## config.mk

```make
export PLATFORM = sky130hd
export DESIGN_NAME = lfsr_arbiter
export DESIGN_NICKNAME = d
export VERILOG_FILES = /design/src/rtl/lfsr_arbiter.sv
export SDC_FILE = /design/constraint.sdc
export NUM_CORES = 1
export LEC_CHECK = 0
export BUFFER_PORTS_ARGS = -buffer_cell sky130_fd_sc_hd__clkbuf_2
export CAP_MARGIN = 20
export CORE_AREA = 2 2 75 63
export CTS_CLUSTER_SIZE = 28
export DETAILED_ROUTE_END_ITERATION = 7
export DIE_AREA = 0 0 77 65
export PLACE_DENSITY = 0.81
export SYNTH_ARGS = -nofsm -noshare
export SYNTH_HDL_FRONTEND = slang
export SYNTH_SLANG_ARGS = --single-unit
export TNS_END_PERCENT = 30
```

## constraint.sdc

```tcl
create_clock -name clk -period 4.6 [get_ports clk]
set_input_delay 0 -clock clk [delete_from_list [all_inputs] [get_ports clk]]
set_output_delay 0 -clock clk [all_outputs]
set_load 0.1 [all_outputs]
```

## src/rtl/lfsr_arbiter.sv

```systemverilog
// lfsr_arbiter
//   Shares one 16-bit Fibonacci LFSR (x^16+x^14+x^13+x^11+1) between NREQ
//   requesters. Handles seed load with zero-seed substitution and an optional
//   warm-up flush, then issues one pseudo-random word per round-robin grant.
//
// Ports
//   clk        clock, all state on rising edge
//   rst        asynchronous active-low reset
//   seed_we    load seed_data as the new LFSR state
//   seed_data  seed value
//   req        per-requester level request, sampled every cycle
//   gnt        registered one-hot grant, valid with rnd_valid
//   rnd_valid  gnt/rnd_data valid this cycle (single cycle, no back-pressure)
//   rnd_data   random word for the granted requester, holds when not valid
//   busy       high in LOAD/WARM, no grants issued
//   grant_cnt  (LFSR_ARBITER_STATS_EN only) saturating count of issued grants
//   stall_cnt  (LFSR_ARBITER_STATS_EN only) saturating count of cycles with a
//              request pending while grants are blocked (busy or seed_we)
//
// Optional feature macro: LFSR_ARBITER_STATS_EN
//
// FSM states
//   state   | meaning
//   ST_RUN  | arbitrate requests, one word per grant
//   ST_LOAD | one cycle, copy captured seed (0 -> SEED) into the LFSR
//   ST_WARM | step the LFSR WARMUP times, discarding the output
module lfsr_arbiter #(
  parameter int          NREQ   = 4,
  parameter logic [15:0] SEED   = 16'hACE1,
  parameter int          WARMUP = 0
) (
  input  logic            clk,
  input  logic            rst,
  input  logic            seed_we,
  input  logic [15:0]     seed_data,
  input  logic [NREQ-1:0] req,
  output logic [NREQ-1:0] gnt,
  output logic            rnd_valid,
  output logic [15:0]     rnd_data,
  output logic            busy
`ifdef LFSR_ARBITER_STATS_EN
  ,
  output logic [31:0]     grant_cnt,
  output logic [15:0]     stall_cnt
`endif
);

  localparam int PW = (NREQ > 1) ? $clog2(NREQ) : 1;

  localparam logic [1:0] ST_RUN  = 2'd0;
  localparam logic [1:0] ST_LOAD = 2'd1;
  localparam logic [1:0] ST_WARM = 2'd2;

  logic [1:0]      state;
  logic [15:0]     s;
  logic [15:0]     seed_q;
  logic [PW-1:0]   rr_ptr;
  logic [7:0]      warm_cnt;

  logic [15:0]     s_next;
  logic            lo_found, hi_found, win_found;
  logic [PW-1:0]   lo_idx, hi_idx, win_idx, rr_next;
  logic [NREQ-1:0] win_onehot;
  logic            grant_issue;

  assign s_next = {s[0] ^ s[2] ^ s[3] ^ s[5], s[15:1]};

  // Round-robin pick: lowest request at or above rr_ptr, otherwise wrap to
  // the lowest request overall. Scanning downward lets the last hit win.
  always_comb begin
    lo_found = 1'b0;
    hi_found = 1'b0;
    lo_idx   = '0;
    hi_idx   = '0;
    for (int i = NREQ - 1; i >= 0; i--) begin
      if (req[i]) begin
        lo_found = 1'b1;
        lo_idx   = PW'(i);
        if (PW'(i) >= rr_ptr) begin
          hi_found = 1'b1;
          hi_idx   = PW'(i);
        end
      end
    end
    win_found = lo_found;
    win_idx   = hi_found ? hi_idx : lo_idx;
  end

  assign rr_next     = (win_idx == PW'(NREQ - 1)) ? '0 : win_idx + PW'(1);
  assign win_onehot  = {{(NREQ-1){1'b0}}, 1'b1} << win_idx;
  assign grant_issue = (state == ST_RUN) && !seed_we && win_found;
  assign busy        = (state != ST_RUN);

  always_ff @(posedge clk or negedge rst) begin
    if (!rst) begin
      state     <= ST_RUN;
      s         <= SEED;
      seed_q    <= '0;
      rr_ptr    <= '0;
      warm_cnt  <= '0;
      gnt       <= '0;
      rnd_valid <= 1'b0;
      rnd_data  <= '0;
    end else begin
      if (seed_we) seed_q <= seed_data;
      gnt       <= '0;
      rnd_valid <= 1'b0;
      case (state)
        ST_RUN: begin
          if (seed_we) begin
            state <= ST_LOAD;
          end else if (win_found) begin
            gnt       <= win_onehot;
            rnd_valid <= 1'b1;
            rnd_data  <= s;
            s         <= s_next;
            rr_ptr    <= rr_next;
          end
        end
        ST_LOAD: begin
          s <= (seed_q == 16'h0000) ? SEED : seed_q;
          // A fresh seed write arriving here is reloaded on the next cycle.
          if (seed_we) begin
            state <= ST_LOAD;
          end else if (WARMUP > 0) begin
            state    <= ST_WARM;
            warm_cnt <= 8'(WARMUP);
          end else begin
            state <= ST_RUN;
          end
        end
        ST_WARM: begin
          s <= s_next;
          if (seed_we) begin
            state <= ST_LOAD;
          end else if (warm_cnt == 8'd1) begin
            state <= ST_RUN;
          end else begin
            warm_cnt <= warm_cnt - 8'd1;
          end
        end
        default: state <= ST_RUN;
      endcase
    end
  end

`ifdef LFSR_ARBITER_STATS_EN
  always_ff @(posedge clk or negedge rst) begin
    if (!rst) begin
      grant_cnt <= '0;
      stall_cnt <= '0;
    end else begin
      if (grant_issue && (grant_cnt != 32'hFFFF_FFFF))
        grant_cnt <= grant_cnt + 32'd1;
      if ((|req) && (busy || seed_we) && (stall_cnt != 16'hFFFF))
        stall_cnt <= stall_cnt + 16'd1;
    end
  end
`endif

endmodule

```

### Word level (Yosys, flattened, before mapping)

Cells that the tools add are included.

| word-level totals | value |
|---|---|
| register bits after elaboration | 65 |
| latch bits | 0 |
| ROM bits | 0 |
| logic and storage cells | 77 |
| memories kept | 0 |
| memory bits (writable) | 0 |
| output and inout port bits | 22 |

| cells by class | value |
|---|---|
| bitwise gates (word level) | 5 |
| multiplexer cells | 41 |
| order comparisons | 4 |
| shift-type cells | 1 |
| divide/modulo/power cells | 0 |
| multiply operators | 0 |
| reductions and logical operators | 8 |
| add/sub/neg operators | 2 |
| eq/ne operators | 8 |

Operator list:

| operator | count |
|---|---|
| 16-bit two-way mux | 3 |
| 16-bit case mux with 3 select lines | 1 |
| 2-bit two-way mux | 17 |
| 16-bit logical NOT | 1 |
| 1-bit two-way mux | 16 |
| 4-bit two-way mux | 3 |
| 3-bit AND reduction | 3 |
| 8-bit by 1-bit equality test with 1-bit output, second input constant | 1 |
| 8-bit by 1-bit subtractor with 8-bit output, second input constant | 1 |
| 2-bit != test, second input constant | 3 |
| 2-bit case mux with 3 select lines | 1 |
| 2-bit equality test, second input constant | 2 |
| 1-bit by 2-bit >= comparator with 1-bit output, first input constant | 2 |
| 2-bit >= comparator, first input constant | 2 |
| 1-bit by 2-bit left shift with 4-bit output, first input constant | 1 |
| 3-bit != test, second input constant | 1 |
| 3-bit nonzero test | 1 |
| 1-bit XOR | 3 |
| 2-bit by 1-bit adder with 2-bit output, second input constant | 1 |
| 2-bit by 1-bit equality test with 1-bit output, second input constant | 1 |
| 2-bit logical NOT | 1 |
| 1-bit inverter | 2 |
| 2-bit AND reduction | 1 |
| 2-bit nonzero test | 1 |

### Logic depth before layout (Yosys ltp)

Gate-level depths: netlist of run 1.

| depth | value |
|---|---|
| depth in word-level cells | 14 |
| gate-level depth with buffers | 7 |

### Worst setup path after synthesis of run 1

Ideal clock, no wire load.

| timing path | value |
|---|---|
| path kind | reg2reg |
| start | register state[0] |
| end | register rnd_data[0] |
| setup time | 125 ps |
| path buffers | 2 |
| stages on the path, launching flop included | 5 |
| arrival time | 1,963 ps |
| path slack | 2,512 ps |
| data required time | 4,475 ps |
| cells stage by stage | dfrtp_1 > clkbuf_1 > nor3_2 > buf_2 > mux2_2 |

| between the ends | value |
|---|---|
| cells in the longest elaborated chain, start to end | 2 |

RTL lines:

| element | RTL line | RTL |
|---|---|---|
| from (decl) | 54 | `logic [1:0] state;` |
| from (signal assigned) | 96 | `state <= ST_RUN;` |
| from (signal assigned) | 111 | `state <= ST_LOAD;` |
| from (signal assigned) | 124 | `state <= ST_LOAD;` |
| 2-bit logical NOT | 108 | `case (state)` |
| 3-bit AND reduction (no line) | -- |  |
| to (signal assigned) | 115 | `rnd_data <= s;` |
| to (decl) | 39 | `output logic [15:0] rnd_data,` |

No other way between the ends.
A chain may end at the register's enable or synchronous reset.

### Final worst setup path of run 1

| timing path | value |
|---|---|
| start | register state[0] |
| end | register rnd_data[13] |

Same word-level chain as after synthesis.

==> impl_metrics.json, run 1 <==
{
  "grt_usage": 0.191,
  "syn_area_um2": 2400,
  "status": "completed",
  "ys_top_cells_by_count": "48 x dfrtp_1, 39 x mux2_2, 10 x mux2i_1, 10 x o21ai_0, 9 x nand2_1",
  "num_rows": 22,
  "crit_type": "reg -> reg",
  "routed_wl_um": 4330,
  "path_delay_family": "flip-flops",
  "io_buffers": 44,
  "ys_types": 26,
  "setup-tns-final_ps": 0,
  "leakage_nw": 1.35,
  "synthMostInstantiatedCell": "dfrtp_1",
  "critical_path_buf_inv_count": 1,
  "ys_seq_elements": 56,
  "gp_congestion": 0.757,
  "critPathRequiredTime_ps": 4780,
  "routed.top_layer": "met4",
  "coreArea_um2": 4350,
  "critPathCaptureType": "register",
  "initial_utilization": 0.552,
  "dr.pass1.iters": 4,
  "cts.clk_slew.worst_paths_ps": 90,
  "ir_drop_uv": 274,
  "die_w_um": 77,
  "powerDensity_nw_per_um2": 501,
  "wl_per_cell_um": 14.6,
  "cts_tree": "done",
  "pin_count": 45,
  "hold_violations": 0,
  "pre_cts_slack_ps": 2780,
  "cts-root-buf": "clkbuf_8",
  "first_global_vias": 1526,
  "avgSynthCellArea_um2": 13.8,
  "drtIter0Drc": 71,
  "htreeDepth": 2,
  "synth-seq-area-share": 0.588,
  "gr-total-overflow": 0,
  "fillCellCount": 340,
  "crit_path_start_kind": "register",
  "netlist_instances": 174,
  "rsz0062_at_grt": "no",
  "arrival_ps": 2000,
  "yosysTopAreaCell": "dfrtp_1",
  "synth_edf_count": 0,
  "route.detailed.drc": 0,
  "viasPerCell": 5.08,
  "area_growth_pct": 22.8,
  "synth_fp_nets": 201,
  "antenna_found_initial": 0,
  "post_cts_buffers": 0,
  "cp_slowest_cell": "dfrtp_1",
  "wl_met3_um": 141,
  "route.met2.wl_um": 2090,
  "dp_cells": 271,
  "die_y_um": 65,
  "wl_met1_um": 2080,
  "finalMaxSlewViolations": 0,
  "via_count": 1505,
  "drtAntennaViolNets": 0,
  "multi_input_area_um2": 930,
  "stdcell_count": 296,
  "clk_latency_ps": 290,
  "grt_max_degree": 57,
  "fin_skew_ps": 1.88,
  "diodes": 0,
  "timing.final.ws_setup_ps": 2780,
  "slew_headroom": 0.391,
  "fp.dieArea_um2": 5010,
  "async_reset_ff_frac": 1.00,
  "nets": 262,
  "fmax_mhz": 550,
  "fin_crit_sh": 0.395,
  "grt_pass1_wl_um": 7470,
  "setup_viol_count_final": 0,
  "cts_buffers": 5,
  "cp_max_fo": 28,
  "post-route-min-period_ps": 1820,
  "worst_slew_pin_slew_ps": 912,
  "worst_hold_slack_ps": 139,
  "clk_path_buf_depth": 2,
  "yosys_warnings": 0,
  "critPathMaxStageDelay_ps": 660,
  "drive_above_1_share": 0.445,
  "max_cap_violations": 0,
  "path_cells": "nor3_2, buf_4, mux2_2",
  "postPlaceCellArea_um2": 2670,
  "dp_hpwl_um": 2950,
  "synth_area_leaders": "dfrtp_1 50%, mux2_2 18%, dfstp_2 8.8%, mux2i_1 4.2%, o22a_1 2.9%",
  "clock_sinks": 56,
  "design_area_um2": 2950,
  "register_area_um2": 1410,
  "netlist.area_leader.share": 0.500,
  "synth_flop_cell": "dfrtp_1",
  "min_path_type": "in -> reg"
}
-- worst register-to-register path, cell delays in order (launching register included) --
cell and delay, ps:
dfrtp_1 660, nor3_2 360, buf_4 310, mux2_2 380
-- cells by family after synthesis --
group | count (synthesis) | synth area share
simple gates | 25 | 0.0625
mux | 50 | 0.231
xor+xnor | 3 | 0.0109
flops | 56 | 0.588
fa+ha+maj | 4 | 0.0208
compound gates | 23 | 0.0620
buf+inv | 13 | 0.0250
-- through the flow --
step,power (mW),utilization
after CTS,1.49,0.678
final,1.48,0.678
after detailed placement,1.17,0.613
after floorplan,1.06,-
after global routing,1.55,0.678
after global placement,1.15,0.613
-- worst paths after layout --
| kind | from | end | slack [ps] | depth (start not counted) |
|---|---|---|---|---|
| min in group asynchronous | rst | seed_q[7] | 350 | 3 |
| worst min-delay path | seed_we | state[0] | 140 | 1 |
| worst min register to register | rnd_data[5] | rnd_data[5] | 510 | 1 |
| worst max-delay path | state[0] | rnd_data[13] | 2780 | 3 |
| max in group asynchronous | rst | seed_q[11] | 3800 | 3 |
| worst max register to register | state[0] | rnd_data[13] | 2780 | 3 |
-- power breakdown --
group | leakage (nW) | internal, mW | switching, mW
sequential | 0.660 | 0.580 | 0.0638
clock | 0.0541 | 0.161 | 0.148
combinational | 0.639 | 0.136 | 0.387
total | 1.35 | 0.877 | 0.599
-- timing repair --
item,4_1_cts,5_1_grt
resized for setup,0,0
hold buffers,17,0
endpoints found under the hold margin,64,0
-- layer usage --
metal  GRT usage  vias to the layer above
met5           0                        -
met2       0.313                       34
li1            -                      738
met3      0.0334                        2
met4      0.0402                        0
met1       0.271                      731
-- state kept, by name (all words and copies together) (netlist names) --
name and count:
rnd_data 16, s 16, seed_q 16, gnt 4, rr_ptr 2, rnd_valid 1
state 1
-- cell usage in the layout (no fill, tap or decap), drive strengths merged --
cell type | Yosys | layout
nor2 | 3 | 3
xnor2 | 2 | 2
dfrtp | 48 | 48
nand2b | 2 | 2
and4 | 1 | 1
clkinvlp | 0 | 1
o21ai | 10 | 10
nor3 | 1 | 1
o32ai | 1 | 1
a21oi | 4 | 4
inv | 4 | 4
nand2 | 9 | 9
clkinv | 0 | 1
dlygate4sd3 | 0 | 17
and2 | 4 | 4
bufinv | 0 | 1
nor4 | 5 | 5
clkbuf | 4 | 49
mux2 | 40 | 40
xor2 | 1 | 1
ha | 4 | 4
o22a | 8 | 8
mux2i | 10 | 10
buf | 5 | 2
dfstp | 8 | 8
-- cell type report --
cell class,instances,share of cell area
inverter,4,0.00509
clock buffer,5,0.0233
clock inverter,3,0.0144
timing repair buffer,63,0.138
multi-input combinational,105,0.315
tap,60,0.0255
sequential,56,0.479
Power figures use the tool's default switching activity.
==> run 2, diff against run 1 <==
--- a/config.mk
+++ b/config.mk
@@ -5,13 +5,14 @@
 export SDC_FILE = /design/constraint.sdc
 export NUM_CORES = 1
 export LEC_CHECK = 0
+export ABC_AREA = 1
 export BUFFER_PORTS_ARGS = -buffer_cell sky130_fd_sc_hd__clkbuf_2
 export CAP_MARGIN = 20
-export CORE_AREA = 2 2 75 63
+export CORE_AREA = 2 2 82 69
 export CTS_CLUSTER_SIZE = 28
 export DETAILED_ROUTE_END_ITERATION = 7
-export DIE_AREA = 0 0 77 65
-export PLACE_DENSITY = 0.81
+export DIE_AREA = 0 0 84 71
+export PLACE_DENSITY = 0.73
 export SYNTH_ARGS = -nofsm -noshare
 export SYNTH_HDL_FRONTEND = slang
 export SYNTH_SLANG_ARGS = --single-unit
==> constraint.sdc (replaced) <==
create_clock -name clk -period 1.6 [get_ports clk]
set_input_delay 0 -clock clk [delete_from_list [all_inputs] [get_ports clk]]
set_output_delay 0 -clock clk [all_outputs]
set_load 0.1 [all_outputs]
==> impl_metrics.json, run 2 <==
{
  "fin_crit_sh": 0.946,
  "path_cells": "nand2_1, nand2_2, o211ai_1, a21oi_1, nand2_1, nand2_2, inv_2, ha_1, nand2_1, o21ai_1",
  "die_w_um": 84,
  "gr-total-overflow": 0,
  "p_comb_frac": 0.349,
  "pwr-share-clk": 0.200,
  "drive_above_1_share": 0.241,
  "ys_top_cells_by_count": "94 x nand2_1, 48 x dfrtp_1, 29 x inv_1, 24 x o21ai_0, 14 x nor2_1",
  "synth_edf_count": 0,
  "num_rows": 24,
  "clock_sinks": 56,
  "ys_types": 25,
  "cts_buffers": 5,
  "grt_max_degree": 57,
  "nets": 371,
  "reg_top3": "rnd_data x16, s x16, seed_q x16",
  "p_total_mw": 3.91,
  "cts_tree": "done",
  "cp_slowest_cell": "dfrtp_1",
  "coreArea_um2": 5190,
  "fin_skew_ps": 4.89,
  "critPathCaptureType": "register",
  "synth_fp_nets": 303,
  "critPathRequiredTime_ps": 1790,
  "synthMostInstantiatedCell": "nand2_1",
  "min_path_type": "in -> reg",
  "wl_per_cell_um": 11.8,
  "cts-root-buf": "clkbuf_8",
  "critPathMaxStageDelay_ps": 410,
  "route.detailed.drc": 0,
  "dp_hpwl_um": 3430,
  "max_cap_violations": 0,
  "post-route-min-period_ps": 1510,
  "syn_area_um2": 2440,
  "routed_wl_um": 4830,
  "grt_pass1_wl_um": 8290,
  "p_sw_mw": 1.58,
  "arrival_ps": 1710,
  "die_y_um": 71,
  "path_delay_family": "flip-flops",
  "most-common-layout-cells": "92 x nand2_1, 47 x dfrtp_1, 44 x clkbuf_2, 28 x inv_1, 24 x o21ai_0",
  "antenna_found_initial": 0,
  "via_count": 1943,
  "netlist.area_leader.share": 0.493,
  "async_reset_ff_frac": 1.00,
  "fillCellCount": 481,
  "clk_latency_ps": 310,
  "slew_headroom": 0.635,
  "grt_usage": 0.177,
  "hold_path_depth": 2,
  "viasPerCell": 4.74,
  "htreeDepth": 2,
  "leakage_nw": 1.60,
  "area_growth_pct": 24.1,
  "drtIter0Drc": 146,
  "crit_path_start_kind": "register",
  "cp_max_fo": 5,
  "pin_count": 45,
  "path_depth": 10,
  "finalMaxSlewViolations": 0,
  "diodes": 0,
  "setup_viol_count_final": 0,
  "ir_drop_uv": 758,
  "yosys_warnings": 0,
  "power_frac_seq": 0.451,
  "status": "completed",
  "gp_congestion": 0.794,
  "synth_area_leaders": "dfrtp_1 49%, nand2_1 14%, dfstp_2 8.6%, o21ai_0 4.9%, inv_1 4.5%",
  "dp_cells": 383,
  "drtAntennaViolNets": 0,
  "avgSynthCellArea_um2": 8.83,
  "netlist_instances": 276,
  "fmax_mhz": 660,
  "netSwitchingFraction": 0.405,
  "first_global_vias": 1833,
  "powerDensity_nw_per_um2": 1290,
  "clk_path_buf_depth": 2,
  "crit_type": "reg -> reg",
  "intPower_mw": 2.32,
  "io_buffers": 44,
  "ff2ff_path_depth": 10,
  "fp.dieArea_um2": 5960,
  "ys_seq_elements": 56,
  "initial_utilization": 0.469,
  "synth-seq-area-share": 0.579,
  "cts.clk_slew.worst_paths_ps": 90,
  "pre_cts_slack_ps": 42.0,
  "yosysTopAreaCell": "dfrtp_1",
  "stdcell_count": 410,
  "dr.pass1.iters": 4,
  "layout_commonest_cell": "nand2_1",
  "synth_flop_cell": "dfrtp_1",
  "final_core_util": 0.582,
  "critical_path_buf_inv_count": 1,
  "worst_slew_pin_slew_ps": 550,
  "timing.final.ws_setup_ps": 85.6,
  "hold_violations": 0,
  "cpMostUsedCell": "nand2_1"
}
## run 2: stage by stage
step                      instance area [µm²]  hold slack, ps  setup TNS (ps)
after floorplan                          2440            -296               0
after global placement                   2740            21.2               0
after detailed placement                 2740            22.7               0
after CTS                                3000            60.0               0
after global routing                     3020            66.0           -7.05
final                                    3020            66.9               0
## run 2: worst paths after layout
check	from	end	slack (ps)
min in group asynchronous	rst	seed_q[10]	200
hold / removal	seed_we	state[0]	70
hold reg to reg	rnd_data[12]	rnd_data[12]	480
setup / recovery	rr_ptr[1]	rr_ptr[1]	90
setup reg to reg	rr_ptr[1]	rr_ptr[1]	90
max in group asynchronous	rst	s[5]	1090
## run 2: power by group through the flow
stage / sequential (mW) / combinational [mW] / clock [mW]
detailed placement: 1.79 / 1.29 / 0
floorplan: 2.40 / 0.399 / 0
global placement: 1.78 / 1.27 / 0
global route: 1.79 / 1.47 / 0.873
CTS: 1.76 / 1.33 / 0.806
finish: 1.76 / 1.36 / 0.783
## run 2: routing by layer
metal  global-route usage  vias to the layer above  wire length [µm]
met2                0.273                       52              2120
met5                    0                        -                 0
met3               0.0548                        6               269
met1                0.244                      881              2380
li1                     -                     1004                 -
met4               0.0538                        0                57
## run 2: final cells by class
class,count,area [µm²],share of cell area
sequential,56,1410,0.467
multi-input combinational,176,831,0.275
timing repair buffer,71,478,0.158
inverter,34,130,0.0430
clock buffer,8,90.1,0.0298
tap,65,81.3,0.0269
## run 2: worst reg2reg max path: stages (launching register included)
cell and delay, ps:
dfrtp_1 410, nand2_1 80, nand2_2 90, o211ai_1 90, a21oi_1 130, nand2_1 80, nand2_2 90, inv_2 40
ha_1 270, nand2_1 60, o21ai_1 60
## run 2: logic make-up after synthesis
logic type	after synthesis	share of synthesized area
simple gates	127	0.215
flops	56	0.579
buf+inv	44	0.0817
compound gates	42	0.0924
fa+ha+maj	4	0.0205
xor+xnor	3	0.0108
## run 2: repair_timing
item	4_1_cts	5_1_grt
buffers inserted	0	2
endpoints found under the hold margin	72	0
setup endpoints to repair	0	1
gates resized for setup	0	3
hold buffers	17	0
==> run 3, diff against run 2 <==
--- a/config.mk
+++ b/config.mk
@@ -8,11 +8,13 @@
 export ABC_AREA = 1
 export BUFFER_PORTS_ARGS = -buffer_cell sky130_fd_sc_hd__clkbuf_2
 export CAP_MARGIN = 20
-export CORE_AREA = 2 2 82 69
+export CORE_AREA = 2 2 81 67
+export CTS_BUF_LIST = sky130_fd_sc_hd__clkbuf_4
 export CTS_CLUSTER_SIZE = 28
 export DETAILED_ROUTE_END_ITERATION = 7
-export DIE_AREA = 0 0 84 71
-export PLACE_DENSITY = 0.73
+export DIE_AREA = 0 0 83 69
+export PLACE_DENSITY = 0.75
+export SETUP_SLACK_MARGIN = 0.5
 export SYNTH_ARGS = -nofsm -noshare
 export SYNTH_HDL_FRONTEND = slang
 export SYNTH_SLANG_ARGS = --single-unit
==> impl_metrics.json, run 3 (synthesis results as in run 2) <==
{
  "status": "completed",
  "fp.dieArea_um2": 5730,
  "route.detailed.drc": 0,
  "drtIter0Drc": 143,
  "dr.pass1.iters": 4,
  "wl_per_cell_um": 13.8,
  "critPathRequiredTime_ps": 1910,
  "cts_tree": "done",
  "num_rows": 23,
  "initial_utilization": 0.495,
  "reg2reg_slack_ps": 120,
  "routed_wl_um": 5970,
  "drtAntennaViolNets": 0,
  "cts-root-buf": "clkbuf_4",
  "layout_commonest_cell": "nand2_1",
  "arrival_ps": 1790,
  "fillCellCount": 341,
  "die_w_um": 83,
  "final_core_util": 0.712,
  "max_cap_violations": 0,
  "dp_hpwl_um": 3430,
  "critical_path_buf_inv_count": 1,
  "clock_sinks": 56,
  "drive_above_1_share": 0.396,
  "cp_max_fo": 4,
  "pin_count": 45,
  "crit_type": "reg -> reg",
  "slew_headroom": 0.634,
  "path_delay_family": "flip-flops",
  "leakage_nw": 1.84,
  "io_buffers": 44,
  "clk_latency_ps": 370,
  "gr-total-overflow": 0,
  "fin_skew_ps": 9.60,
  "register_area_um2": 1420,
  "grt_usage": 0.206,
  "powerDensity_nw_per_um2": 1160,
  "viasPerCell": 5.02,
  "cts_buffers": 5,
  "worst_hold_slack_ps": 176,
  "first_global_vias": 2018,
  "pre_cts_slack_ps": 133,
  "critPathMaxStageDelay_ps": 450,
  "min_path_type": "in -> async",
  "stdcell_count": 433,
  "multi_input_area_um2": 1020,
  "htreeDepth": 2,
  "critPathCaptureType": "register",
  "worst_slew_pin_slew_ps": 552,
  "path_cells": "nand2_2, nand2_2, o211ai_1, a21oi_1, nand2_1, nand2_2, inv_2, ha_4, nand2_2, o21ai_1",
  "cpMostUsedCell": "nand2_2",
  "most-common-layout-cells": "78 x nand2_1, 46 x dfrtp_1, 43 x clkbuf_2",
  "rsz0062_at_grt": "yes",
  "crit_path_start_kind": "register",
  "grt_pass1_wl_um": 9470,
  "coreArea_um2": 4920,
  "cp_slowest_cell": "dfrtp_2",
  "reg_top3": "rnd_data x16, s x16, seed_q x16",
  "fmax_mhz": 675,
  "via_count": 2173,
  "grt_max_degree": 34,
  "antenna_found_initial": 0,
  "gp_congestion": 0.797,
  "setup_viol_count_final": 0,
  "dp_cells": 377,
  "timing.final.ws_setup_ps": 117,
  "cts.clk_slew.worst_paths_ps": 150,
  "diodes": 0,
  "die_y_um": 69,
  "nets": 397,
  "hold_violations": 0,
  "ir_drop_uv": 972,
  "fin_crit_sh": 0.927,
  "clk_path_buf_depth": 2,
  "area_growth_pct": 43.8,
  "post-route-min-period_ps": 1480,
  "finalMaxSlewViolations": 0
}
[run 3: final timing paths]
kind,startpoint,endpoint,cells past startpoint
setup / recovery,rr_ptr[1],rr_ptr[1],10
min in group clk,req[1],gnt[1],6
setup reg to reg,rr_ptr[1],rr_ptr[1],10
max in group asynchronous,rst,rr_ptr[1],3
hold / removal,rst,rnd_data[6],3
hold reg to reg,rnd_data[6],rnd_data[6],2
[run 3: cell type report]
| type | instances | area share |
|---|---|---|
| repair buffers | 95 | 0.216 |
| flip-flops and latches | 56 | 0.404 |
| clock inverters | 1 | 0.00107 |
| inverters | 34 | 0.0443 |
| multi-input cells | 176 | 0.291 |
| repair inverters | 2 | 0.00643 |
| well taps | 62 | 0.0222 |
| clock buffers | 7 | 0.0150 |
[run 3: timing repair]
action / 4_1_cts / 5_1_grt
pin swaps: 16 / 6
buffers inserted: 20 / 5
resized for setup: 52 / 19
endpoints found under the setup margin: 58 / 61
gates cloned: 4 / 0
hold buffers: 19 / 0
hold endpoints to repair: 67 / 0
[run 3: worst reg2reg max path, stage by stage, from the launching register on]
cell and delay [ps]:
dfrtp_2 450, nand2_2 80, nand2_2 100, o211ai_1 90, a21oi_1 120, nand2_1 80
nand2_2 100, inv_2 60, ha_4 260, nand2_2 30, o21ai_1 60
[run 3: power by group]
group,internal [mW],switching (mW)
logic,0.493,1.16
clock network,0.204,0.421
registers,1.64,0.156
total,2.34,1.73
[run 3: routing by layer]
layer,global-route usage,vias up,share of wire
li1,-,1065,-
met2,0.324,81,0.47
met5,0,-,0
met1,0.277,1013,0.44
met3,0.0491,14,0.066
met4,0.0783,0,0.021
[run 3: per-stage QoR]
stage / area, µm² / power, mW / TNS [ps]
final: 3500 / 4.07 / 0
after CTS: 3390 / 3.94 / 0
after floorplan: 2470 / 2.83 / 0
after detailed placement: 2740 / 3.10 / 0
after global routing: 3500 / 4.28 / -3.69
after global placement: 2740 / 3.07 / 0
